===== src/rtl/led_pkg.sv =====
// Shared types and defaults for the LED strand frame buffer.
// Pixel packing is {b,g,r}, the order the strand serializer shifts them out.
package led_pkg;

  localparam int NUM_LEDS = 30;
  localparam int CLK_HZ   = 50_000_000;

  typedef struct packed {
    logic [7:0] b;
    logic [7:0] g;
    logic [7:0] r;
  } rgb_t;

  typedef enum logic [1:0] {
    IDLE,
    KICK,
    RUN
  } state_t;

  // 8x8 fractional scale: floor(pix * lvl / 256)
  function automatic logic [7:0] scale8(input logic [7:0] pix, input logic [7:0] lvl);
    logic [15:0] prod;
    prod = 16'(pix) * 16'(lvl);
    return prod[15:8];
  endfunction

endpackage


===== src/rtl/led_pixel_bank.sv =====
// One bank of pixel storage: DEPTH x 24-bit, single write port and a
// registered read port. Contents are deliberately not reset.
module led_pixel_bank
  import led_pkg::*;
#(
  parameter int DEPTH = NUM_LEDS,
  parameter int AW    = $clog2(DEPTH)
) (
  input  logic          clk50,
  input  logic          we,
  input  logic [AW-1:0] waddr,
  input  rgb_t          wdata,
  input  logic [AW-1:0] raddr,
  output rgb_t          rdata
);

  rgb_t mem [DEPTH];

  // write-first is irrelevant here: host and serializer never share a bank
  always_ff @(posedge clk50) begin
    if (we) mem[waddr] <= wdata;
    rdata <= mem[raddr];
  end

endmodule


===== src/rtl/led_frame_buffer.sv =====
// Double-buffered pixel source for the LED strand serializer.
// The host fills the back bank and commits; the swap happens at the next
// frame start. Frames are paced by a refresh counter and each one begins
// with a KICK_CYCLES-wide restart pulse to the serializer.
// Optional build macro LED_BRIGHT_EN adds a global brightness input that
// scales every channel by bright/256.
module led_frame_buffer
  import led_pkg::*;
#(
  parameter int NUM_LEDS       = led_pkg::NUM_LEDS,
  parameter int REFRESH_CYCLES = CLK_HZ / 50,
  parameter int KICK_CYCLES    = 2,
  parameter int AW             = $clog2(NUM_LEDS)
) (
  input  logic          rst,
  input  logic          clk50,
  input  logic          wr_en,
  input  logic [AW-1:0] wr_addr,
  input  logic [7:0]    wr_r,
  input  logic [7:0]    wr_g,
  input  logic [7:0]    wr_b,
  input  logic          wr_commit,
  output logic          wr_ready,
  output logic          ser_rst,
  input  logic [7:0]    ser_led,
  input  logic          ser_done,
  output logic [7:0]    r,
  output logic [7:0]    g,
  output logic [7:0]    b,
  output logic          busy,
  output logic [15:0]   frame_count
`ifdef LED_BRIGHT_EN
  ,
  input  logic [7:0]    bright
`endif
);

  localparam int CW = (REFRESH_CYCLES > 1) ? $clog2(REFRESH_CYCLES) : 1;
  localparam int KW = (KICK_CYCLES > 1) ? $clog2(KICK_CYCLES) : 1;
  localparam logic [CW-1:0] CNT_TOP   = CW'(REFRESH_CYCLES - 1);
  // the first KICK cycle itself is count 0, so the register restarts at 1
  // and frame starts land exactly REFRESH_CYCLES apart
  localparam logic [CW-1:0] CNT_KICK  = (REFRESH_CYCLES > 1) ? CW'(1) : '0;
  localparam logic [KW-1:0] KICK_LAST = KW'(KICK_CYCLES - 1);
  localparam logic [AW:0]   LED_LIMIT = (AW+1)'(NUM_LEDS);
  localparam logic [8:0]    LAST_LED  = 9'(NUM_LEDS - 1);

  state_t        state, state_nx;
  logic          bank_sel, swap_pend, frame_valid;
  logic [CW-1:0] cnt;
  logic [KW-1:0] kick_cnt;
  logic          kick_first;
  logic          wr_ok;
  logic [8:0]    led_nx;
  logic [AW-1:0] rd_addr;
  logic          sel_q, valid_q;
  rgb_t          wr_pix;
  rgb_t          rd_pix [2];
  rgb_t          pix;

  // ---------------------------------------------------------------- FSM

  // state register; reset parks the serializer in IDLE (held in reset)
  always_ff @(posedge clk50 or posedge rst) begin
    if (rst) state <= IDLE;
    else     state <= state_nx;
  end

  // next state: refresh pacing, fixed-width kick, then wait for serializer
  always_comb begin
    state_nx = state;
    case (state)
      IDLE:    if (cnt == CNT_TOP) state_nx = KICK;
      KICK:    if (kick_cnt == KICK_LAST) state_nx = RUN;
      RUN:     if (ser_done) state_nx = IDLE;
      default: state_nx = IDLE;
    endcase
  end

  // outputs: serializer released only in RUN, host blocked only in KICK
  always_comb begin
    ser_rst  = 1'b1;
    wr_ready = 1'b1;
    busy     = 1'b0;
    case (state)
      KICK: begin
        wr_ready = 1'b0;
        busy     = 1'b1;
      end
      RUN: begin
        ser_rst = 1'b0;
        busy    = 1'b1;
      end
      default: ;
    endcase
  end

  // ------------------------------------------------------ frame control

  assign kick_first = (state == KICK) && (kick_cnt == '0);

  // refresh counter, kick timer, bank swap and frame bookkeeping
  always_ff @(posedge clk50 or posedge rst) begin
    if (rst) begin
      bank_sel    <= 1'b0;
      swap_pend   <= 1'b0;
      frame_valid <= 1'b0;
      cnt         <= '0;
      kick_cnt    <= '0;
      frame_count <= '0;
    end else begin
      kick_cnt <= (state == KICK) ? kick_cnt + 1'b1 : '0;

      // saturates so a long RUN leaves IDLE after a single cycle
      if (kick_first)          cnt <= CNT_KICK;
      else if (cnt != CNT_TOP) cnt <= cnt + 1'b1;

      if (kick_first) begin
        frame_count <= frame_count + 1'b1;
        if (swap_pend) begin
          bank_sel    <= ~bank_sel;
          frame_valid <= 1'b1;
          swap_pend   <= 1'b0;
        end
      end else if (wr_commit && wr_ready) begin
        swap_pend <= 1'b1;
      end
    end
  end

  // ------------------------------------------------------- pixel memory

  assign wr_ok  = wr_en && wr_ready && ({1'b0, wr_addr} < LED_LIMIT);
  assign wr_pix = {wr_b, wr_g, wr_r};

  // host always targets the bank the serializer is not reading
  for (genvar i = 0; i < 2; i++) begin : g_bank
    localparam logic ID = 1'(i);
    led_pixel_bank #(
      .DEPTH (NUM_LEDS),
      .AW    (AW)
    ) u_bank (
      .clk50 (clk50),
      .we    (wr_ok && (bank_sel != ID)),
      .waddr (wr_addr),
      .wdata (wr_pix),
      .raddr (rd_addr),
      .rdata (rd_pix[i])
    );
  end

  // ---------------------------------------------------------- read path

  assign led_nx = {1'b0, ser_led} + 9'd1;

  // prefetch the pixel the serializer samples next; pixel 0 while it is held
  always_comb begin
    rd_addr = '0;
    if (state == RUN)
      rd_addr = (led_nx > LAST_LED) ? AW'(LAST_LED) : AW'(led_nx);
  end

  // bank select and valid travel alongside the bank read registers
  always_ff @(posedge clk50 or posedge rst) begin
    if (rst) begin
      sel_q   <= 1'b0;
      valid_q <= 1'b0;
    end else begin
      sel_q   <= bank_sel;
      valid_q <= frame_valid;
    end
  end

  assign pix = rd_pix[sel_q];

`ifdef LED_BRIGHT_EN
  // scaling sits on the read data so the pixel still arrives one cycle
  // after its address
  assign r = valid_q ? scale8(pix.r, bright) : 8'h00;
  assign g = valid_q ? scale8(pix.g, bright) : 8'h00;
  assign b = valid_q ? scale8(pix.b, bright) : 8'h00;
`else
  assign r = valid_q ? pix.r : 8'h00;
  assign g = valid_q ? pix.g : 8'h00;
  assign b = valid_q ? pix.b : 8'h00;
`endif

endmodule


===== config.mk =====
export PLATFORM = sky130hd
export DESIGN_NAME = led_frame_buffer
export DESIGN_NICKNAME = d
export VERILOG_FILES = /design/src/rtl/led_pkg.sv /design/src/rtl/led_pixel_bank.sv /design/src/rtl/led_frame_buffer.sv
export SDC_FILE = /design/constraint.sdc
export NUM_CORES = 2
export LEC_CHECK = 0
export CAP_MARGIN = 10
export CORE_MARGIN = 5
export CORE_UTILIZATION = 40
export DETAILED_ROUTE_END_ITERATION = 7
export PLACE_DENSITY = 0.64
export SETUP_SLACK_MARGIN = 0.3
export SLEW_MARGIN = 20
export SYNTH_ARGS = -nofsm -noshare
export SYNTH_HDL_FRONTEND = slang
export SYNTH_SLANG_ARGS = --single-unit

===== constraint.sdc =====
create_clock -name clk50 -period 3.6 [get_ports clk50]
set_input_delay 0.54 -clock clk50 [delete_from_list [all_inputs] [get_ports clk50]]
set_output_delay 0.54 -clock clk50 [all_outputs]
set_load 0.05 [all_outputs]

==> metrics.txt <==
# TYPE chip_impl_metric gauge
chip_impl_metric{name="placeableCoreArea",unit="mm2"} 0.1517
chip_impl_metric{name="worstPathBufferInverterCount",unit=""} 6
chip_impl_info{name="final_common_cell",value="edfxtp_1"} 1
chip_impl_info{name="clock_tree.root_cell",value="clkbuf_16"} 1
chip_impl_metric{name="worst_ep_arrival_time",unit="ns"} 3.87
chip_impl_info{name="holdCritPathClass",value="input pin to flip-flop"} 1
chip_impl_metric{name="drc",unit=""} 0
chip_impl_info{name="grt_setup_unrepaired",value="yes"} 1
chip_impl_metric{name="synth_seq_area_share",unit="%"} 74.35
chip_impl_metric{name="cts_num_sinks",unit=""} 1532
chip_impl_metric{name="cts-buffers-inserted",unit=""} 150
chip_impl_info{name="startpoint_type",value="input pin"} 1
chip_impl_metric{name="area_delta_synth_final",unit="%"} 19.20
chip_impl_metric{name="max-slew-margin-rel",unit="%"} 27.71
chip_impl_metric{name="num_rows",unit=""} 143
chip_impl_metric{name="first_pass_iters",unit=""} 5
chip_impl_metric{name="ff2ff_setup_slack",unit="ns"} 0.61
chip_impl_metric{name="finalNetCount",unit=""} 4397
chip_impl_info{name="crit_slowest_cell",value="dlygate4sd2_1"} 1
chip_impl_metric{name="groute.layer.met3.usage",unit="%"} 5.049
chip_impl_metric{name="synth_area",unit="mm2"} 0.06093
chip_impl_info{name="layer_carrying_the_most_global_route_usage",value="met2"} 1
chip_impl_metric{name="grt.met1_usage",unit="%"} 30.55
chip_impl_metric{name="clock_insertion_delay_worst_skew",unit="ns"} 0.79
chip_impl_info{name="clock_tree_from_tritoncts",value="built"} 1
chip_impl_metric{name="cap_violations",unit=""} 0
chip_impl_metric{name="viasPerCell",unit=""} 5.885
chip_impl_metric{name="min_period",unit="ns"} 3.205
chip_impl_metric{name="detailed_place_hpwl",unit="um"} 114200
chip_impl_metric{name="post_cts_hold_buffer_count",unit=""} 0
chip_impl_metric{name="postSynthCellCount",unit=""} 3949
chip_impl_metric{name="start_util",unit="%"} 40.16
chip_impl_metric{name="die_area",unit="mm2"} 0.1602
chip_impl_metric{name="routed-via-count",unit=""} 38273
chip_impl_metric{name="clockBufferDepth",unit=""} 3
chip_impl_metric{name="async_reset_ff_share",unit="%"} 2.872
chip_impl_metric{name="routed_wire_length_per_instance",unit="um"} 28.21
chip_impl_metric{name="yosys_register_bits",unit=""} 1532
chip_impl_metric{name="overflow",unit=""} 0
chip_impl_metric{name="setup_viol",unit=""} 0
chip_impl_info{name="ys.flop_type",value="edfxtp_1"} 1
chip_impl_info{name="worstSetupEndpointType",value="flip-flop"} 1
chip_impl_metric{name="maxClockFrequency",unit="MHz"} 312.1
chip_impl_metric{name="groute.layer.met2.usage",unit="%"} 34.85
chip_impl_metric{name="cts_htree_levels",unit=""} 4
chip_impl_metric{name="crit_path_max_fanout",unit=""} 37
chip_impl_metric{name="multi_input_comb_area",unit="mm2"} 0.01461
chip_impl_metric{name="drt_iter0_drc",unit=""} 4344
chip_impl_metric{name="portBuffers",unit=""} 84
chip_impl_metric{name="report.final.slew_viol_count",unit=""} 0
chip_impl_metric{name="final.setup_skew",unit="ns"} 0.02540
chip_impl_metric{name="grt_max_degree",unit=""} 101
chip_impl_metric{name="ys_warn_count",unit=""} 0
chip_impl_metric{name="antenna_found_initial",unit=""} 12
chip_impl_info{name="cpLargestDelayFamily",value="buffers and inverters"} 1
chip_impl_info{name="crit_chain",value="dlygate4sd2_1 -> inv_1 -> ha_4 -> nor2b_1 -> a311oi_4 -> o32ai_4 -> buf_4 -> or2_4 -> buf_4 -> buf_12 -> buf_4 -> o2111ai_1 -> a31o_1 -> o32a_1"} 1
chip_impl_metric{name="postRouteWirelength",unit="um"} 183500
chip_impl_metric{name="die_boundary_height",unit="um"} 400.3
chip_impl_metric{name="post_synth_cell_types",unit=""} 69
chip_impl_metric{name="core_utilization_of_the_finished_layout",unit="%"} 47.87
chip_impl_info{name="critical_path_class",value="input pin to flip-flop"} 1
chip_impl_metric{name="mean_syn_cell_area",unit="um2"} 15.43
chip_impl_metric{name="power.density_cell_area",unit="mW/mm2"} 492.6
chip_impl_metric{name="peakVddDrop",unit="mV"} 0.4640
chip_impl_metric{name="layout_worst_path_cycle_share",unit="%"} 89.02
chip_impl_metric{name="ant_nets",unit=""} 0
chip_impl_info{name="mostFrequentLayoutCells",value="1,440 x edfxtp_1, 499 x nand2_1, 375 x buf_4"} 1
chip_impl_info{name="critPathMostFrequentCell",value="buf_4"} 1
chip_impl_metric{name="first_global_vias",unit=""} 37280
chip_impl_metric{name="grt_first_pass_wirelength",unit="um"} 265200
chip_impl_metric{name="fillCellCount",unit=""} 12970
chip_impl_metric{name="transition_time_at_the_pin_with_the_least_slew_margin",unit="ns"} 1.084
chip_impl_metric{name="io_pins",unit=""} 85
chip_impl_metric{name="total_leakage_power",unit="uW"} 0.02400
chip_impl_metric{name="final-hold-violation-count",unit=""} 0
chip_impl_metric{name="postSynthNetCount",unit=""} 3998
chip_impl_metric{name="gr-usage-all-layers",unit="%"} 22.39
chip_impl_metric{name="fin_total_pwr",unit="uW"} 35780
chip_impl_metric{name="seqCellArea",unit="mm2"} 0.04531
chip_impl_metric{name="clock_pin_slew_worst_setup_and_hold_paths",unit="ns"} 0.06
chip_impl_metric{name="finalWeightedCongestion",unit=""} 0.8765
chip_impl_info{name="run_status",value="finished clean"} 1
chip_impl_metric{name="synth_enable_flop_cells",unit=""} 1440
chip_impl_metric{name="worstPathRequired",unit="ns"} 4.27
chip_impl_metric{name="worst_path_largest_cell_delay",unit="ns"} 0.41
chip_impl_metric{name="die_w",unit="um"} 400.3
chip_impl_metric{name="drive_above_1_share",unit="%"} 18.97
[metrics by stage]
step	instance area, um2	hold slack, ns	setup TNS, ns	instances	setup WS (ns)
2_1_floorplan	61010	0.3456	0	3949	0.2942
3_3_place_gp	67820	0.3549	-25.49	6224	-0.8634
3_5_place_dp	67820	0.3587	-27.92	6224	-0.9583
4_1_cts	72510	0.1502	0	6492	0.3127
5_1_grt	72610	0.1978	0	6494	0.2789
6_report	72630	0.2149	0	6503	0.3954
[registers in the layout, summed over array words and instances (netlist names)]
name / count
g_bank.u_bank.rdata: 48
bank_sel: 1
g_bank.u_bank.mem: 1440
kick_cnt: 1
state: 2
cnt: 20
swap_pend: 1
sel_q: 1
frame_count: 16
valid_q: 1
frame_valid: 1
[Yosys cell counts, drive strengths merged, types with 2 or more instances]
cell type / instances / share of area [%]
a211o: 2 / 0.031
a211oi: 144 / 1.8
a21oi: 149 / 1.2
a221oi: 95 / 1.7
a22o: 47 / 0.68
a311oi: 3 / 0.10
a31o: 47 / 0.68
a31oi: 3 / 0.031
and2: 3 / 0.031
and3: 99 / 1.0
and4: 4 / 0.057
buf: 104 / 1.0
clkbuf: 203 / 1.3
dfrtp: 44 / 1.8
dfxtp: 48 / 1.6
edfxtp: 1440 / 71
ha: 7 / 0.14
inv: 12 / 0.074
mux2: 3 / 0.055
mux2i: 217 / 3.6
nand2: 503 / 3.1
nand2b: 50 / 0.51
nand3: 19 / 0.16
nand3b: 6 / 0.074
nand4: 6 / 0.062
nor2: 101 / 0.63
nor2b: 27 / 0.28
nor3: 6 / 0.068
o2111ai: 48 / 0.69
o211ai: 48 / 0.59
o21a: 4 / 0.049
o21ai: 15 / 0.16
o221ai: 145 / 2.1
o31a: 2 / 0.029
o31ai: 95 / 1.2
o32a: 49 / 0.80
or2: 2 / 0.021
or3: 102 / 1.0
xnor2: 19 / 0.27
xor2: 16 / 0.24
[worst reg2reg max path, stage by stage, from the launching register on]
cell and delay, ns:
dfrtp_1 0.38, inv_1 0.14, ha_4 0.25, buf_12 0.34
o21a_4 0.45, buf_12 0.26, buf_12 0.16, a21oi_1 0.06
a22o_1 0.20, a221oi_1 0.48, o32a_1 0.21
[final timing paths]
kind | start | endpoint | depth (start not counted)
max in group asynchronous | rst | sel_q$_DFF_PP0_ | 2
worst min register to register | frame_valid$_DFFE_PP0P_ | valid_q$_DFF_PP0_ | 0
worst max register to register | state[0]$_DFFE_PP0P_ | g_bank[0].u_bank.rdata[8]$_DFF_P_ | 10
min in group asynchronous | rst | frame_count[6]$_DFFE_PP0P_ | 2
worst min-delay path | wr_g[6] | g_bank[0].u_bank.mem[20][14]$_DFFE_PP_ | 1
worst max-delay path | ser_led[1] | g_bank[0].u_bank.rdata[13]$_DFF_P_ | 14
[logic make-up (layout without fill, tap and decap cells)]
kind of cell    after synthesis  after routing  synth area share (%)
flops                      1532           1532                 74.35
simple gates                934            934                 7.154
compound gates              902            902                 11.86
buf+inv                     319            834                 2.353
mux                         220            220                 3.620
xor+xnor                     35             35                0.5154
fa+ha+maj                     7              7                0.1437
other cells                   0              9                     0
[repair_timing]
action / in CTS / in global routing
endpoints found under the hold margin: 0 / 0
gates resized for setup: 32 / 16
endpoints found under the setup margin: 53 / 14
buffers inserted: 0 / 2
pin swaps: 0 / 0
[power by group]
group | switching (uW) | total, uW | internal [uW]
Sequential | 14.5 | 19500 | 19500
Combinational | 783 | 1070 | 288
Clock | 6640 | 15200 | 8520
Total | 7440 | 35800 | 28300
[final cells by class]
class	count	share of cell area, %
diodes	9	0.03101
clock buffers	202	5.694
clock inverters	66	0.7511
inverters	12	0.06546
multi-input cells	2098	20.12
flip-flops and latches	1532	62.38
well taps	2030	3.497
repair buffers	554	7.459
[layer usage]
layer / routed length, um / part of all wire, % / vias up
met1: 73820 / 40 / 19522
met3: 17220 / 9.4 / 331
met5: 55 / 0.030 / -
li1: - / - / 16480
met2: 84520 / 46 / 1932
met4: 7840 / 4.3 / 8
Power figures use the tool's default switching activity.
